## src/rtl/usbdev_linkstate_seq_pkg.sv

```systemverilog
// Shared types for the usbdev link-state sequencer: FSM states, bus line codes and the
// pin-override bundle, plus helpers that classify states and encode a line onto D+/D-.
package usbdev_linkstate_seq_pkg;

   typedef enum logic [2:0] {
      LS_DISCONNECTED,
      LS_CONNECTED,
      LS_WAIT_IDLE,
      LS_DRIVE_K,
      LS_DRIVE_SE0,
      LS_DRIVE_J
   } linkstate_e;

   typedef enum logic [1:0] {
      LINE_J,
      LINE_K,
      LINE_SE0
   } line_e;

   typedef struct packed {
      logic en;
      logic dp;
      logic dn;
      logic se0;
   } drive_t;

   function automatic logic is_busy(linkstate_e s);
      return (s == LS_WAIT_IDLE) || (s == LS_DRIVE_K) ||
             (s == LS_DRIVE_SE0) || (s == LS_DRIVE_J);
   endfunction

   // With flip set the D+/D- roles swap, so J/K polarity inverts; SE0 is symmetric.
   function automatic drive_t encode_line(line_e l, logic flip);
      drive_t d;
      d = '{en: 1'b1, dp: 1'b0, dn: 1'b0, se0: 1'b0};
      case (l)
         LINE_J:   begin d.dp = ~flip; d.dn = flip;  end
         LINE_K:   begin d.dp = flip;  d.dn = ~flip; end
         LINE_SE0: d.se0 = 1'b1;
         default:  d.en = 1'b0;
      endcase
      return d;
   endfunction

endpackage

```

## src/rtl/usbdev_linkstate_seq_if.sv

```systemverilog
// Control/observe bundle between usbdev core/CSRs (master) and the link-state sequencer (slave).
// Suffixes are from the sequencer's point of view.
interface usbdev_linkstate_seq_if;
   logic pwr_sense_i;
   logic connect_req_i;
   logic pin_flip_i;
   logic bus_idle_i;
   logic resume_req_i;
   logic se0_req_i;
   logic drive_en_o;
   logic drive_dp_o;
   logic drive_dn_o;
   logic drive_d_o;
   logic drive_se0_o;
   logic drive_oe_o;
   logic dp_pullup_en_o;
   logic dn_pullup_en_o;
   logic rx_enable_o;
   logic vbus_valid_o;
   logic busy_o;
   logic done_o;
   logic err_o;

   modport slave (
      input  pwr_sense_i, connect_req_i, pin_flip_i, bus_idle_i, resume_req_i, se0_req_i,
      output drive_en_o, drive_dp_o, drive_dn_o, drive_d_o, drive_se0_o, drive_oe_o,
             dp_pullup_en_o, dn_pullup_en_o, rx_enable_o, vbus_valid_o, busy_o, done_o, err_o
   );

   modport master (
      output pwr_sense_i, connect_req_i, pin_flip_i, bus_idle_i, resume_req_i, se0_req_i,
      input  drive_en_o, drive_dp_o, drive_dn_o, drive_d_o, drive_se0_o, drive_oe_o,
             dp_pullup_en_o, dn_pullup_en_o, rx_enable_o, vbus_valid_o, busy_o, done_o, err_o
   );
endinterface

```

## src/rtl/usbdev_linkstate_seq_vbus_debounce.sv

```systemverilog
// VBUS sense debouncer: valid_o follows sense_i only after DebounceCycles consecutive
// disagreeing samples; any agreeing sample restarts the count.
module usbdev_vbus_debounce #(
   parameter int unsigned DebounceCycles = 16
) (
   input  logic clk_i,
   input  logic rst_i,
   input  logic sense_i,
   output logic valid_o
);
   localparam int unsigned CntW = $clog2(DebounceCycles + 1);

   logic [CntW-1:0] cnt_q, cnt_d;
   logic            valid_q, valid_d;

   always_comb begin
      cnt_d   = '0;
      valid_d = valid_q;
      if (sense_i != valid_q) begin
         if (cnt_q == CntW'(DebounceCycles - 1)) begin
            valid_d = sense_i;
         end else begin
            cnt_d = cnt_q + CntW'(1);
         end
      end
   end

   always_ff @(posedge clk_i or posedge rst_i) begin
      if (rst_i) begin
         cnt_q   <= '0;
         valid_q <= 1'b0;
      end else begin
         cnt_q   <= cnt_d;
         valid_q <= valid_d;
      end
   end

   assign valid_o = valid_q;
endmodule

```

## src/rtl/usbdev_linkstate_seq.sv

```systemverilog
// Link-state sequencer owning the usbdev pin-override path: VBUS debounce, pullup gating and
// timed resume-K / SE0+J patterns. Every output is registered from next-state values.
module usbdev_linkstate_seq
   import usbdev_linkstate_seq_pkg::*;
#(
   parameter int unsigned DebounceCycles = 16,
   parameter int unsigned TimerW         = 16,
   parameter int unsigned ResumeCycles   = 20000,
   parameter int unsigned Se0Cycles      = 48,
   parameter int unsigned JCycles        = 4
) (
   input  logic                   clk_i,
   input  logic                   rst_i,
   usbdev_linkstate_seq_if.slave  bus
);
   localparam int unsigned TimerMax = (1 << TimerW) - 1;

   if (DebounceCycles < 2) begin : g_bad_debounce
      $error("DebounceCycles must be at least 2");
   end
   if (ResumeCycles < 1 || ResumeCycles > TimerMax) begin : g_bad_resume
      $error("ResumeCycles out of timer range");
   end
   if (Se0Cycles < 1 || Se0Cycles > TimerMax) begin : g_bad_se0
      $error("Se0Cycles out of timer range");
   end
   if (JCycles < 1 || JCycles > TimerMax) begin : g_bad_j
      $error("JCycles out of timer range");
   end

   localparam logic [TimerW-1:0] ResumeLoad = TimerW'(ResumeCycles - 1);
   localparam logic [TimerW-1:0] Se0Load    = TimerW'(Se0Cycles - 1);
   localparam logic [TimerW-1:0] JLoad      = TimerW'(JCycles - 1);

   logic vbus_valid;
   logic attach;
   logic req_any;

   usbdev_vbus_debounce #(.DebounceCycles(DebounceCycles)) u_debounce (
      .clk_i   (clk_i),
      .rst_i   (rst_i),
      .sense_i (bus.pwr_sense_i),
      .valid_o (vbus_valid)
   );

   assign attach  = bus.connect_req_i & vbus_valid;
   assign req_any = bus.resume_req_i | bus.se0_req_i;

   linkstate_e        state_q, state_d;
   logic [TimerW-1:0] timer_q, timer_d;
   drive_t            drv_q, drv_d;
   logic              dp_pu_q, dp_pu_d, dn_pu_q, dn_pu_d;
   logic              busy_q, busy_d, done_q, done_d;
   logic              err_q, err_d, err_pend_q, err_pend_d, err_evt;

   always_ff @(posedge clk_i or posedge rst_i) begin
      if (rst_i) begin
         state_q <= LS_DISCONNECTED;
         timer_q <= '0;
      end else begin
         state_q <= state_d;
         timer_q <= timer_d;
      end
   end

   always_comb begin
      state_d = state_q;
      if (!attach) begin
         state_d = LS_DISCONNECTED;
      end else begin
         case (state_q)
            LS_DISCONNECTED: state_d = LS_CONNECTED;
            LS_CONNECTED: begin
               if (bus.resume_req_i) begin
                  state_d = bus.bus_idle_i ? LS_DRIVE_K : LS_WAIT_IDLE;
               end else if (bus.se0_req_i) begin
                  state_d = LS_DRIVE_SE0;
               end
            end
            LS_WAIT_IDLE: if (bus.bus_idle_i) state_d = LS_DRIVE_K;
            LS_DRIVE_K:   if (timer_q == '0) state_d = LS_CONNECTED;
            LS_DRIVE_SE0: if (timer_q == '0) state_d = LS_DRIVE_J;
            LS_DRIVE_J:   if (timer_q == '0) state_d = LS_CONNECTED;
            default:      state_d = LS_DISCONNECTED;
         endcase
      end

      // Reload on every state entry so a pattern always lasts exactly its N cycles.
      timer_d = timer_q;
      if (state_d != state_q) begin
         case (state_d)
            LS_DRIVE_K:   timer_d = ResumeLoad;
            LS_DRIVE_SE0: timer_d = Se0Load;
            LS_DRIVE_J:   timer_d = JLoad;
            default:      timer_d = '0;
         endcase
      end else if (timer_q != '0) begin
         timer_d = timer_q - TimerW'(1);
      end
   end

   always_comb begin
      drv_d = '0;
      case (state_d)
         LS_DRIVE_K:   drv_d = encode_line(LINE_K, bus.pin_flip_i);
         LS_DRIVE_SE0: drv_d = encode_line(LINE_SE0, bus.pin_flip_i);
         LS_DRIVE_J:   drv_d = encode_line(LINE_J, bus.pin_flip_i);
         default:      drv_d = '0;
      endcase

      dp_pu_d = attach & ~bus.pin_flip_i;
      dn_pu_d = attach & bus.pin_flip_i;
      busy_d  = is_busy(state_d);
      // Registered done lands on the final pattern cycle, so it is decided one cycle early.
      done_d  = ((state_d == LS_DRIVE_K) || (state_d == LS_DRIVE_J)) && (timer_d == '0);

      err_evt = (req_any && ((state_q != LS_CONNECTED) || !attach)) ||
                (bus.resume_req_i && bus.se0_req_i) ||
                (!attach && is_busy(state_q));
      // An error colliding with done is held back one cycle so the two never overlap.
      err_d      = (err_evt | err_pend_q) & ~done_d;
      err_pend_d = (err_evt | err_pend_q) & done_d;
   end

   always_ff @(posedge clk_i or posedge rst_i) begin
      if (rst_i) begin
         drv_q      <= '0;
         dp_pu_q    <= 1'b0;
         dn_pu_q    <= 1'b0;
         busy_q     <= 1'b0;
         done_q     <= 1'b0;
         err_q      <= 1'b0;
         err_pend_q <= 1'b0;
      end else begin
         drv_q      <= drv_d;
         dp_pu_q    <= dp_pu_d;
         dn_pu_q    <= dn_pu_d;
         busy_q     <= busy_d;
         done_q     <= done_d;
         err_q      <= err_d;
         err_pend_q <= err_pend_d;
      end
   end

   assign bus.drive_en_o     = drv_q.en;
   assign bus.drive_oe_o     = drv_q.en;
   assign bus.drive_dp_o     = drv_q.dp;
   assign bus.drive_d_o      = drv_q.dp;
   assign bus.drive_dn_o     = drv_q.dn;
   assign bus.drive_se0_o    = drv_q.se0;
   assign bus.dp_pullup_en_o = dp_pu_q;
   assign bus.dn_pullup_en_o = dn_pu_q;
   assign bus.vbus_valid_o   = vbus_valid;
   assign bus.rx_enable_o    = vbus_valid;
   assign bus.busy_o         = busy_q;
   assign bus.done_o         = done_q;
   assign bus.err_o          = err_q;

   a_drive_needs_attach: assert property (@(posedge clk_i) disable iff (rst_i)
      bus.drive_en_o |-> $past(attach));
   a_done_err_exclusive: assert property (@(posedge clk_i) disable iff (rst_i)
      !(bus.done_o && bus.err_o));
endmodule

```

## src/flat_wrapper.sv

```systemverilog
// flat-port wrapper written by rule: the top's interface ports become plain ports
module usbdev_linkstate_seq_flat import usbdev_linkstate_seq_pkg::*;
#(
   parameter int unsigned DebounceCycles = 16,
   parameter int unsigned TimerW         = 16,
   parameter int unsigned ResumeCycles   = 20000,
   parameter int unsigned Se0Cycles      = 48,
   parameter int unsigned JCycles        = 4
)
  (clk_i, rst_i, bus_pwr_sense_i, bus_connect_req_i, bus_pin_flip_i, bus_bus_idle_i, bus_resume_req_i, bus_se0_req_i, bus_drive_en_o, bus_drive_dp_o, bus_drive_dn_o, bus_drive_d_o, bus_drive_se0_o, bus_drive_oe_o, bus_dp_pullup_en_o, bus_dn_pullup_en_o, bus_rx_enable_o, bus_vbus_valid_o, bus_busy_o, bus_done_o, bus_err_o);
  usbdev_linkstate_seq_if bus_i ();
  input  logic clk_i;
  input  logic rst_i;
  input wire logic [$bits(bus_i.pwr_sense_i)-1:0] bus_pwr_sense_i;
  input wire logic [$bits(bus_i.connect_req_i)-1:0] bus_connect_req_i;
  input wire logic [$bits(bus_i.pin_flip_i)-1:0] bus_pin_flip_i;
  input wire logic [$bits(bus_i.bus_idle_i)-1:0] bus_bus_idle_i;
  input wire logic [$bits(bus_i.resume_req_i)-1:0] bus_resume_req_i;
  input wire logic [$bits(bus_i.se0_req_i)-1:0] bus_se0_req_i;
  output wire logic [$bits(bus_i.drive_en_o)-1:0] bus_drive_en_o;
  output wire logic [$bits(bus_i.drive_dp_o)-1:0] bus_drive_dp_o;
  output wire logic [$bits(bus_i.drive_dn_o)-1:0] bus_drive_dn_o;
  output wire logic [$bits(bus_i.drive_d_o)-1:0] bus_drive_d_o;
  output wire logic [$bits(bus_i.drive_se0_o)-1:0] bus_drive_se0_o;
  output wire logic [$bits(bus_i.drive_oe_o)-1:0] bus_drive_oe_o;
  output wire logic [$bits(bus_i.dp_pullup_en_o)-1:0] bus_dp_pullup_en_o;
  output wire logic [$bits(bus_i.dn_pullup_en_o)-1:0] bus_dn_pullup_en_o;
  output wire logic [$bits(bus_i.rx_enable_o)-1:0] bus_rx_enable_o;
  output wire logic [$bits(bus_i.vbus_valid_o)-1:0] bus_vbus_valid_o;
  output wire logic [$bits(bus_i.busy_o)-1:0] bus_busy_o;
  output wire logic [$bits(bus_i.done_o)-1:0] bus_done_o;
  output wire logic [$bits(bus_i.err_o)-1:0] bus_err_o;
  assign bus_i.pwr_sense_i = bus_pwr_sense_i;
  assign bus_i.connect_req_i = bus_connect_req_i;
  assign bus_i.pin_flip_i = bus_pin_flip_i;
  assign bus_i.bus_idle_i = bus_bus_idle_i;
  assign bus_i.resume_req_i = bus_resume_req_i;
  assign bus_i.se0_req_i = bus_se0_req_i;
  assign bus_drive_en_o = bus_i.drive_en_o;
  assign bus_drive_dp_o = bus_i.drive_dp_o;
  assign bus_drive_dn_o = bus_i.drive_dn_o;
  assign bus_drive_d_o = bus_i.drive_d_o;
  assign bus_drive_se0_o = bus_i.drive_se0_o;
  assign bus_drive_oe_o = bus_i.drive_oe_o;
  assign bus_dp_pullup_en_o = bus_i.dp_pullup_en_o;
  assign bus_dn_pullup_en_o = bus_i.dn_pullup_en_o;
  assign bus_rx_enable_o = bus_i.rx_enable_o;
  assign bus_vbus_valid_o = bus_i.vbus_valid_o;
  assign bus_busy_o = bus_i.busy_o;
  assign bus_done_o = bus_i.done_o;
  assign bus_err_o = bus_i.err_o;
  usbdev_linkstate_seq #(.DebounceCycles(DebounceCycles), .TimerW(TimerW), .ResumeCycles(ResumeCycles), .Se0Cycles(Se0Cycles), .JCycles(JCycles)) u_core (.clk_i(clk_i), .rst_i(rst_i), .bus(bus_i));
endmodule
```

## config.mk

```make
export PLATFORM = sky130hd
export DESIGN_NAME = usbdev_linkstate_seq_flat
export DESIGN_NICKNAME = d
export VERILOG_FILES = /design/src/rtl/usbdev_linkstate_seq_pkg.sv /design/src/rtl/usbdev_linkstate_seq_if.sv /design/src/rtl/usbdev_linkstate_seq_vbus_debounce.sv /design/src/rtl/usbdev_linkstate_seq.sv /design/src/flat_wrapper.sv
export SDC_FILE = /design/constraint.sdc
export NUM_CORES = 1
export LEC_CHECK = 0
export CORE_MARGIN = 1.5
export CORE_UTILIZATION = 56
export CTS_CLUSTER_DIAMETER = 150
export CTS_CLUSTER_SIZE = 14
export DETAILED_ROUTE_END_ITERATION = 10
export GPL_TIMING_DRIVEN = 0
export HOLD_SLACK_MARGIN = 0.05
export PLACE_DENSITY = 0.81
export SLEW_MARGIN = 20
export SYNTH_ARGS = -nofsm -noshare
export SYNTH_HDL_FRONTEND = slang
export SYNTH_SLANG_ARGS = --single-unit
```

## constraint.sdc

```tcl
create_clock -name clk_i -period 3.15 [get_ports clk_i]
set_input_delay 0.315 -clock clk_i [delete_from_list [all_inputs] [get_ports clk_i]]
set_output_delay 0.315 -clock clk_i [all_outputs]
set_load 0.02 [all_outputs]
```

==> run summary, run 1 <==
Cells and area
- u_core.timer_q (16), u_core.u_debounce.cnt_q (5), u_core.state_q (3) — top flop regs
- 15.1% — synthesis-to-finish area growth
- 12.8% — fraction of final layout cells sized beyond drive strength 1
- 0 — number of diodes
- 277 — number of fillers in the final layout
- u_core.timer_q — register ranked first by flip-flop count
- 16 — max reg flops
- 252 — Post-layout nets

Timing
- 88.2% — share of the cycle needed by the critical path after routing
- 0.698 ns — Worst Tran Pin Value
- 2.78 ns — post-route minimum period
- 0.0114 ns — Worst Clk Skew
- 0 ns — sum of negative setup slack
- 53.4% — worst relative slew slack
- 0 — number of slew-limit violations in the final report
- 0 — final hold violations
- 0.360 GHz — fmax
- 0 — setup-violating endpoint count in the final report
- false — RSZ-0062 raised after global routing

Clock network
- 2 — number of buffers on the longest clock path
- sky130_fd_sc_hd__clkbuf_4 — CTS Root Buffer Type
- 0.34 ns — source-to-sink clock delay at the later pin of the worst-skew pair
- 0.11 ns — clock slew seen by the registers of the worst setup and hold paths
- 0 — number of buffers added to fix hold violations after cts
- 2 — CTS H-Tree Depth
- 35 — TritonCTS sink count
- 0 — total setup buffers inserted after CTS
- yes — TritonCTS clock tree
- 5 — number of CTS-inserted buffers
- 0 — number of resized instances in the post-cts repair step

Critical path
- u_core.bus.err_o — endpoint of the most critical register-to-register path
- reg2reg — CP Class
- inv_1, ha_1, nor4b_2, nand4_1, o21ai_0, o211ai_2, o31a_1 — cells along the critical path
- 8 — highest fanout seen on the critical path
- flip-flop — Critical Path Source Type
- 3.02 ns — WP data arrival
- 3.39 ns — data required time at the worst endpoint
- 0.37 ns — setup slack of the worst register-to-register path
- 0.43 ns — critical path's largest stage delay
- flip-flop — element type at the critical path end
- sky130_fd_sc_hd__o21ai_0 — highest-delay cell along the critical path
- 7 — worst reg2reg path depth
- u_core.timer_q[0] — worst flop-to-flop path startpoint

GRT
- 7730 um — first-pass GRT wire length
- 24.3% — total global routing track utilization
- 0 — number of antenna violations at the first check in global routing
- 36 — largest net degree at the start of global routing
- 1720 — vias in the first global route
- 0 — GRT overflow

Synthesis
- 42.7% — post-synthesis sequential area ratio
- sky130_fd_sc_hd__dfrtp_1 43%, sky130_fd_sc_hd__nor2_1 3.7%, sky130_fd_sc_hd__a21oi_1 3.4% — ranking of synthesized cells by area
- 35 — count of state elements after synthesis
- 2050 sq um — synthesized area
- 0 — EDFF count, synth
- 215 — cells after synthesis
- 0 — count of warnings emitted by yosys
- 52 — count of cell types in the netlist
- sky130_fd_sc_hd__dfrtp_1 — largest area contributor in the netlist
- 225 — post-synthesis net count
- sky130_fd_sc_hd__dfrtp_1 — dominant synthesized flop cell
- 100% — Async S/R FF share, synth
- 9.54 sq um — Avg Synthesized Cell Area
- 42.7% — area share of the largest cell type after synthesis

Placement
- 20 — count of buffers inserted at the top-level ports
- 0.834 — final weighted congestion of routability-driven global placement
- 3110 um — total half-perimeter wirelength after legalization and detailed placement

Power
- 0.996 mW — overall power of the completed layout
- 0.000332 V — Peak supply drop
- 422 nW/um^2 — power density over the cells
- 0.962 nW — leak pwr

Floorplanning
- 4030 sq um — die outline area
- 3420 sq um — placeable core region
- 63.5 um — Horiz. Die Dim
- 63.5 um — height of the die
- 21 — cell row count
- 60.0% — starting density of the core
- 21 — number of ports placed on the die boundary

Route
- 113 — DRT iter0 DRCs
- 0 — number of design rule violations left after detail routing
- 0 — post-route antenna net violation count
- 4370 um — total wire length after detailed routing
- 5 — Pre-antenna DRT Iters
- 6.06 — vias per std cell
- 1750 — total vias in the final route
- 15.1 um — routed length per placed instance

Flow run
- 0 — max_cap viols

Status
- completed — status

Min path
- in2async — min-delay worst type

through the flow:
step / setup slack (ns) / cell area (sq um) / std cells / hold WS (ns) / util [%]
after floorplan: 0.830 / 2050 / 215 / 0.381 / -
after global placement: 0.569 / 2310 / 281 / 0.454 / 67.6
after detailed placement: 0.507 / 2310 / 281 / 0.482 / 67.6
after CTS: 0.464 / 2360 / 289 / 0.421 / 69.1
after global routing: 0.212 / 2360 / 289 / 0.469 / 69.1
final: 0.370 / 2360 / 289 / 0.390 / 69.1
cell usage after synthesis, types with 2 or more instances:
| library cell | number |
|---|---|
| sky130_fd_sc_hd__clkbuf_1 | 4 |
| sky130_fd_sc_hd__a311oi_1 | 2 |
| sky130_fd_sc_hd__inv_1 | 7 |
| sky130_fd_sc_hd__nand2_1 | 17 |
| sky130_fd_sc_hd__a211oi_1 | 3 |
| sky130_fd_sc_hd__mux2i_1 | 2 |
| sky130_fd_sc_hd__and3_1 | 5 |
| sky130_fd_sc_hd__o31ai_1 | 3 |
| sky130_fd_sc_hd__xnor2_1 | 4 |
| sky130_fd_sc_hd__nor3_1 | 8 |
| sky130_fd_sc_hd__a31oi_1 | 2 |
| sky130_fd_sc_hd__nand3_1 | 6 |
| sky130_fd_sc_hd__nand2b_1 | 2 |
| sky130_fd_sc_hd__buf_4 | 4 |
| sky130_fd_sc_hd__nor4b_2 | 2 |
| sky130_fd_sc_hd__xor2_1 | 6 |
| sky130_fd_sc_hd__or3_1 | 3 |
| sky130_fd_sc_hd__and2_1 | 3 |
| sky130_fd_sc_hd__o21ai_0 | 13 |
| sky130_fd_sc_hd__nor3b_1 | 3 |
| sky130_fd_sc_hd__or2_2 | 4 |
| sky130_fd_sc_hd__o211a_1 | 2 |
| sky130_fd_sc_hd__ha_1 | 2 |
| sky130_fd_sc_hd__dfrtp_1 | 35 |
| sky130_fd_sc_hd__a21oi_1 | 14 |
| sky130_fd_sc_hd__nor4_1 | 4 |
| sky130_fd_sc_hd__nor2b_1 | 8 |
| sky130_fd_sc_hd__nand4_1 | 4 |
| sky130_fd_sc_hd__nor2_1 | 20 |
layer usage:
| layer | part of all wire (%) | track usage, % | routed length (um) |
|---|---|---|---|
| met2 | 46 | 36.1 | 2010 |
| met1 | 46 | 32.9 | 2010 |
| met5 | 0 | 0 | 0 |
| met4 | 2.2 | 12.0 | 95 |
| met3 | 5.9 | 6.43 | 259 |
worst max-delay path by stage:
stage                     slack, ns         startpoint               end
after CTS                      0.46  u_core.timer_q[0]  u_core.bus.err_o
final                          0.37  u_core.timer_q[0]  u_core.bus.err_o
after detailed placement       0.51  u_core.timer_q[0]  u_core.bus.err_o
after global placement         0.57  u_core.timer_q[0]  u_core.bus.err_o
after floorplan                0.83  u_core.timer_q[0]  u_core.bus.err_o
after global routing           0.21  u_core.timer_q[0]  u_core.bus.err_o
cell families after synthesis:
| kind of cell | synth area share [%] |
|---|---|
| flip-flops | 42.7 |
| AO/OA/AOI/OAI | 17.9 |
| adder cells (fa/ha/maj) | 1.22 |
| XOR/XNOR | 4.27 |
| AND/OR/NAND/NOR | 28.1 |
| multiplexers | 1.53 |
| buffers and inverters | 4.27 |
critical path: cells and delay by family, from the launching register on:
family,cells,cell delay (ns)
flip-flops,1,0.42
AND/OR/NAND/NOR,2,0.80
AO/OA/AOI/OAI,3,0.98
buffers and inverters,1,0.16
adder cells (fa/ha/maj),1,0.33
layout by cell type, fill, tap and decap left out, types with 2 or more instances in the layout:
| cell type | count |
|---|---|
| sky130_fd_sc_hd__nand4_1 | 4 |
| sky130_fd_sc_hd__nand2_1 | 17 |
| sky130_fd_sc_hd__clkinv_2 | 3 |
| sky130_fd_sc_hd__clkbuf_1 | 4 |
| sky130_fd_sc_hd__a211oi_1 | 3 |
| sky130_fd_sc_hd__o21ai_0 | 13 |
| sky130_fd_sc_hd__and2_1 | 3 |
| sky130_fd_sc_hd__clkdlybuf4s50_1 | 20 |
| sky130_fd_sc_hd__inv_1 | 6 |
| sky130_fd_sc_hd__nor4_1 | 4 |
| sky130_fd_sc_hd__ha_1 | 2 |
| sky130_fd_sc_hd__xor2_1 | 6 |
| sky130_fd_sc_hd__nor3b_1 | 3 |
| sky130_fd_sc_hd__nor3_1 | 8 |
| sky130_fd_sc_hd__nand2b_1 | 2 |
| sky130_fd_sc_hd__nand3_1 | 6 |
| sky130_fd_sc_hd__a21oi_1 | 14 |
| sky130_fd_sc_hd__a31oi_1 | 2 |
| sky130_fd_sc_hd__dfrtp_1 | 35 |
| sky130_fd_sc_hd__o31ai_1 | 3 |
| sky130_fd_sc_hd__nor2b_1 | 8 |
| sky130_fd_sc_hd__a311oi_1 | 2 |
| sky130_fd_sc_hd__nor2_1 | 20 |
| sky130_fd_sc_hd__or3_1 | 3 |
| sky130_fd_sc_hd__buf_4 | 4 |
| sky130_fd_sc_hd__or2_2 | 4 |
| sky130_fd_sc_hd__o211a_1 | 2 |
| sky130_fd_sc_hd__xnor2_1 | 4 |
| sky130_fd_sc_hd__clkbuf_4 | 5 |
| sky130_fd_sc_hd__mux2i_1 | 2 |
| sky130_fd_sc_hd__nor4b_2 | 2 |
| sky130_fd_sc_hd__and3_1 | 5 |
layout make-up:
cell class / instances / area [sq um] / area share, %
timing repair buffer: 20 / 200 / 8.48
sequential: 35 / 876 / 37.1
tap: 46 / 57.6 / 2.44
buffer: 10 / 61.3 / 2.60
clock buffer: 5 / 37.5 / 1.59
clock inverter: 3 / 15.0 / 0.636
multi-input combinational: 163 / 1090 / 46.1
inverter: 7 / 26.3 / 1.11
power by group:
| part | internal [mW] | total, mW | switching [mW] |
|---|---|---|---|
| sequential | 0.488 | 0.535 | 0.0477 |
| combinational | 0.102 | 0.229 | 0.127 |
| clock | 0.0829 | 0.232 | 0.149 |
Note: power is estimated with default switching activity, not from simulation.
==> run 2, diff against run 1 <==
--- a/config.mk
+++ b/config.mk
@@ -5,6 +5,7 @@
 export SDC_FILE = /design/constraint.sdc
 export NUM_CORES = 1
 export LEC_CHECK = 0
+export CORE_ASPECT_RATIO = 1.5
 export CORE_MARGIN = 1.5
 export CORE_UTILIZATION = 56
 export CTS_CLUSTER_DIAMETER = 150
==> run 2 against run 1 <==
Effect of this change: combinational power grew 2%; clock skew shrank 0.0023 ns; cell count shrank 1.7%.
==> run summary, run 2 (synthesis results as in run 1) <==
Timing
- 87.8% — share of the cycle needed by the critical path after routing
- 0.728 ns — Worst Tran Pin Value
- false — RSZ-0062 raised after global routing
- 2.77 ns — post-route minimum period
- 0 ns — sum of negative setup slack
- 51.4% — worst relative slew slack
- 0.00911 ns — Worst Clk Skew
- 0 — final hold violations
- 0 — number of slew-limit violations in the final report
- 0 — setup-violating endpoint count in the final report
- 0.361 GHz — fmax

Cells and area
- 12.4% — fraction of final layout cells sized beyond drive strength 1
- u_core.timer_q — register ranked first by flip-flop count
- 252 — Post-layout nets
- u_core.timer_q (16), u_core.u_debounce.cnt_q (5), u_core.state_q (3) — top flop regs
- 16.6% — synthesis-to-finish area growth
- 16 — max reg flops
- 0 — number of diodes
- sky130_fd_sc_hd__dfrtp_1 — leading cell type in the layout, fill and taps excluded
- 35 x sky130_fd_sc_hd__dfrtp_1, 20 x sky130_fd_sc_hd__nor2_1, 20 x sky130_fd_sc_hd__clkdlybuf4s50_1, 17 x sky130_fd_sc_hd__nand2_1, 14 x sky130_fd_sc_hd__a21oi_1 — highest-count cells in the layout ignoring fill and taps

Placement
- 20 — count of buffers inserted at the top-level ports
- 0.915 — final weighted congestion of routability-driven global placement
- 3420 um — total half-perimeter wirelength after legalization and detailed placement

Critical path
- 8 — highest fanout seen on the critical path
- flip-flop — element type at the critical path end
- u_core.timer_q[0] — worst flop-to-flop path startpoint
- 2.89 ns — WP data arrival
- 8 — worst reg2reg path depth
- sky130_fd_sc_hd__nand4_1 — highest-delay cell along the critical path
- u_core.timer_q[2] — endpoint of the most critical register-to-register path
- 0.42 ns — critical path's largest stage delay
- reg2reg — CP Class
- flip-flop — Critical Path Source Type
- inv_1, ha_1, nor4b_2, nand4_1, o22ai_1, nor3_1, a21oi_2, o21ai_0 — cells along the critical path
- 1 — number of buffers and inverters on the critical path
- 0.38 ns — setup slack of the worst register-to-register path
- 3.27 ns — data required time at the worst endpoint
- simple AND/OR/NAND/NOR gates — Top Family by Delay on Critical Path

Route
- 1712 — total vias in the final route
- 4750 um — total wire length after detailed routing
- 4 — Pre-antenna DRT Iters
- 0 — post-route antenna net violation count
- 45 — DRT iter0 DRCs
- 0 — number of design rule violations left after detail routing
- 16.7 um — routed length per placed instance
- 6.03 — vias per std cell

Clock network
- 0 — number of resized instances in the post-cts repair step
- 0 — number of buffers added to fix hold violations after cts
- yes — TritonCTS clock tree
- 35 — TritonCTS sink count
- 0.07 ns — clock slew seen by the registers of the worst setup and hold paths
- 2 — number of buffers on the longest clock path
- 2 — CTS H-Tree Depth
- 0.29 ns — source-to-sink clock delay at the later pin of the worst-skew pair
- sky130_fd_sc_hd__clkbuf_8 — CTS Root Buffer Type
- 0 — total setup buffers inserted after CTS
- 5 — number of CTS-inserted buffers

Power
- 1.10 mW — overall power of the completed layout
- 0.000385 V — Peak supply drop
- 460 nW/um^2 — power density over the cells
- 0.974 nW — leak pwr

Floorplanning
- 21 — number of ports placed on the die boundary
- 52.4 um — Horiz. Die Dim
- 59.5% — starting density of the core
- 77.1 um — height of the die
- 3450 sq um — placeable core region
- 4040 sq um — die outline area
- 26 — cell row count

GRT
- 0 — GRT overflow
- 0 — number of antenna violations at the first check in global routing
- 8020 um — first-pass GRT wire length
- 36 — largest net degree at the start of global routing
- 1786 — vias in the first global route
- 26.4% — total global routing track utilization

Min path
- in2async — min-delay worst type

Status
- completed — status

Flow run
- 0 — max_cap viols

## run 2: cell count changes in the layout (fill, tap and decap cells not counted), sizes merged
| cell | previous run | this run |
|---|---|---|
| clkinv | 3 | 1 |
| clkbuf | 9 | 10 |
## run 2: through the flow
step	std cells	cell area, sq um	util (%)	hold WS [ns]	setup slack (ns)
floorplan	215	2050	-	0.381	0.830
detailed placement	277	2300	66.8	0.451	0.462
finish	284	2390	69.3	0.458	0.384
global placement	277	2300	66.8	0.453	0.468
CTS	284	2390	69.3	0.461	0.414
global route	284	2390	69.3	0.471	0.209
## run 2: worst reg2reg max path, cell delays in order (launching register included)
cell,delay [ns]
sky130_fd_sc_hd__dfrtp_1,0.40
sky130_fd_sc_hd__inv_1,0.16
sky130_fd_sc_hd__ha_1,0.33
sky130_fd_sc_hd__nor4b_2,0.38
sky130_fd_sc_hd__nand4_1,0.42
sky130_fd_sc_hd__o22ai_1,0.25
sky130_fd_sc_hd__nor3_1,0.15
sky130_fd_sc_hd__a21oi_2,0.29
sky130_fd_sc_hd__o21ai_0,0.23
## run 2: final cells by class
cell class / count / area [sq um]
Buffer: 10 / 61.3
Clock buffer: 6 / 82.6
Clock inverter: 1 / 5.00
Fill cell: 290 / 1060
Inverter: 7 / 26.3
Multi-Input combinational cell: 163 / 1090
Sequential cell: 35 / 876
Tap cell: 42 / 52.6
Timing Repair Buffer: 20 / 200
## run 2: power breakdown
group / internal [mW] / total [mW] / switching, mW / leakage [nW]
Clock: 0.171 / 0.330 / 0.159 / 0.0470
Combinational: 0.102 / 0.233 / 0.130 / 0.504
Sequential: 0.488 / 0.536 / 0.0479 / 0.423
Total: 0.762 / 1.10 / 0.337 / 0.974
## run 2: worst max path at each step
stage | from | end | slack, ns | cells past startpoint
6_report | u_core.timer_q[0] | u_core.timer_q[2] | 0.38 | 8
5_1_grt | u_core.timer_q[0] | u_core.timer_q[2] | 0.21 | 8
4_1_cts | u_core.timer_q[0] | u_core.bus.err_o | 0.41 | 7
3_5_place_dp | u_core.timer_q[0] | u_core.bus.err_o | 0.46 | 7
3_3_place_gp | u_core.timer_q[0] | u_core.bus.err_o | 0.47 | 7
2_1_floorplan | u_core.timer_q[0] | u_core.bus.err_o | 0.83 | 7
## run 2: metal layers
layer / GRT usage, % / vias to the layer above / wire length, um
met2: 45.1 / 62 / 2500
met3: 5.84 / 18 / 214
li1: - / 830 / -
met4: 14.9 / 0 / 252
met5: 0 / - / 0
met1: 28.8 / 802 / 1780
==> run 3, diff against run 2 <==
--- a/config.mk
+++ b/config.mk
@@ -12,7 +12,7 @@
 export CTS_CLUSTER_SIZE = 14
 export DETAILED_ROUTE_END_ITERATION = 10
 export GPL_TIMING_DRIVEN = 0
-export HOLD_SLACK_MARGIN = 0.05
+export HOLD_SLACK_MARGIN = 0.15
 export PLACE_DENSITY = 0.81
 export SLEW_MARGIN = 20
 export SYNTH_ARGS = -nofsm -noshare
==> results of run 3 <==
Final layout, timing and power as in run 2 (identical DEF).
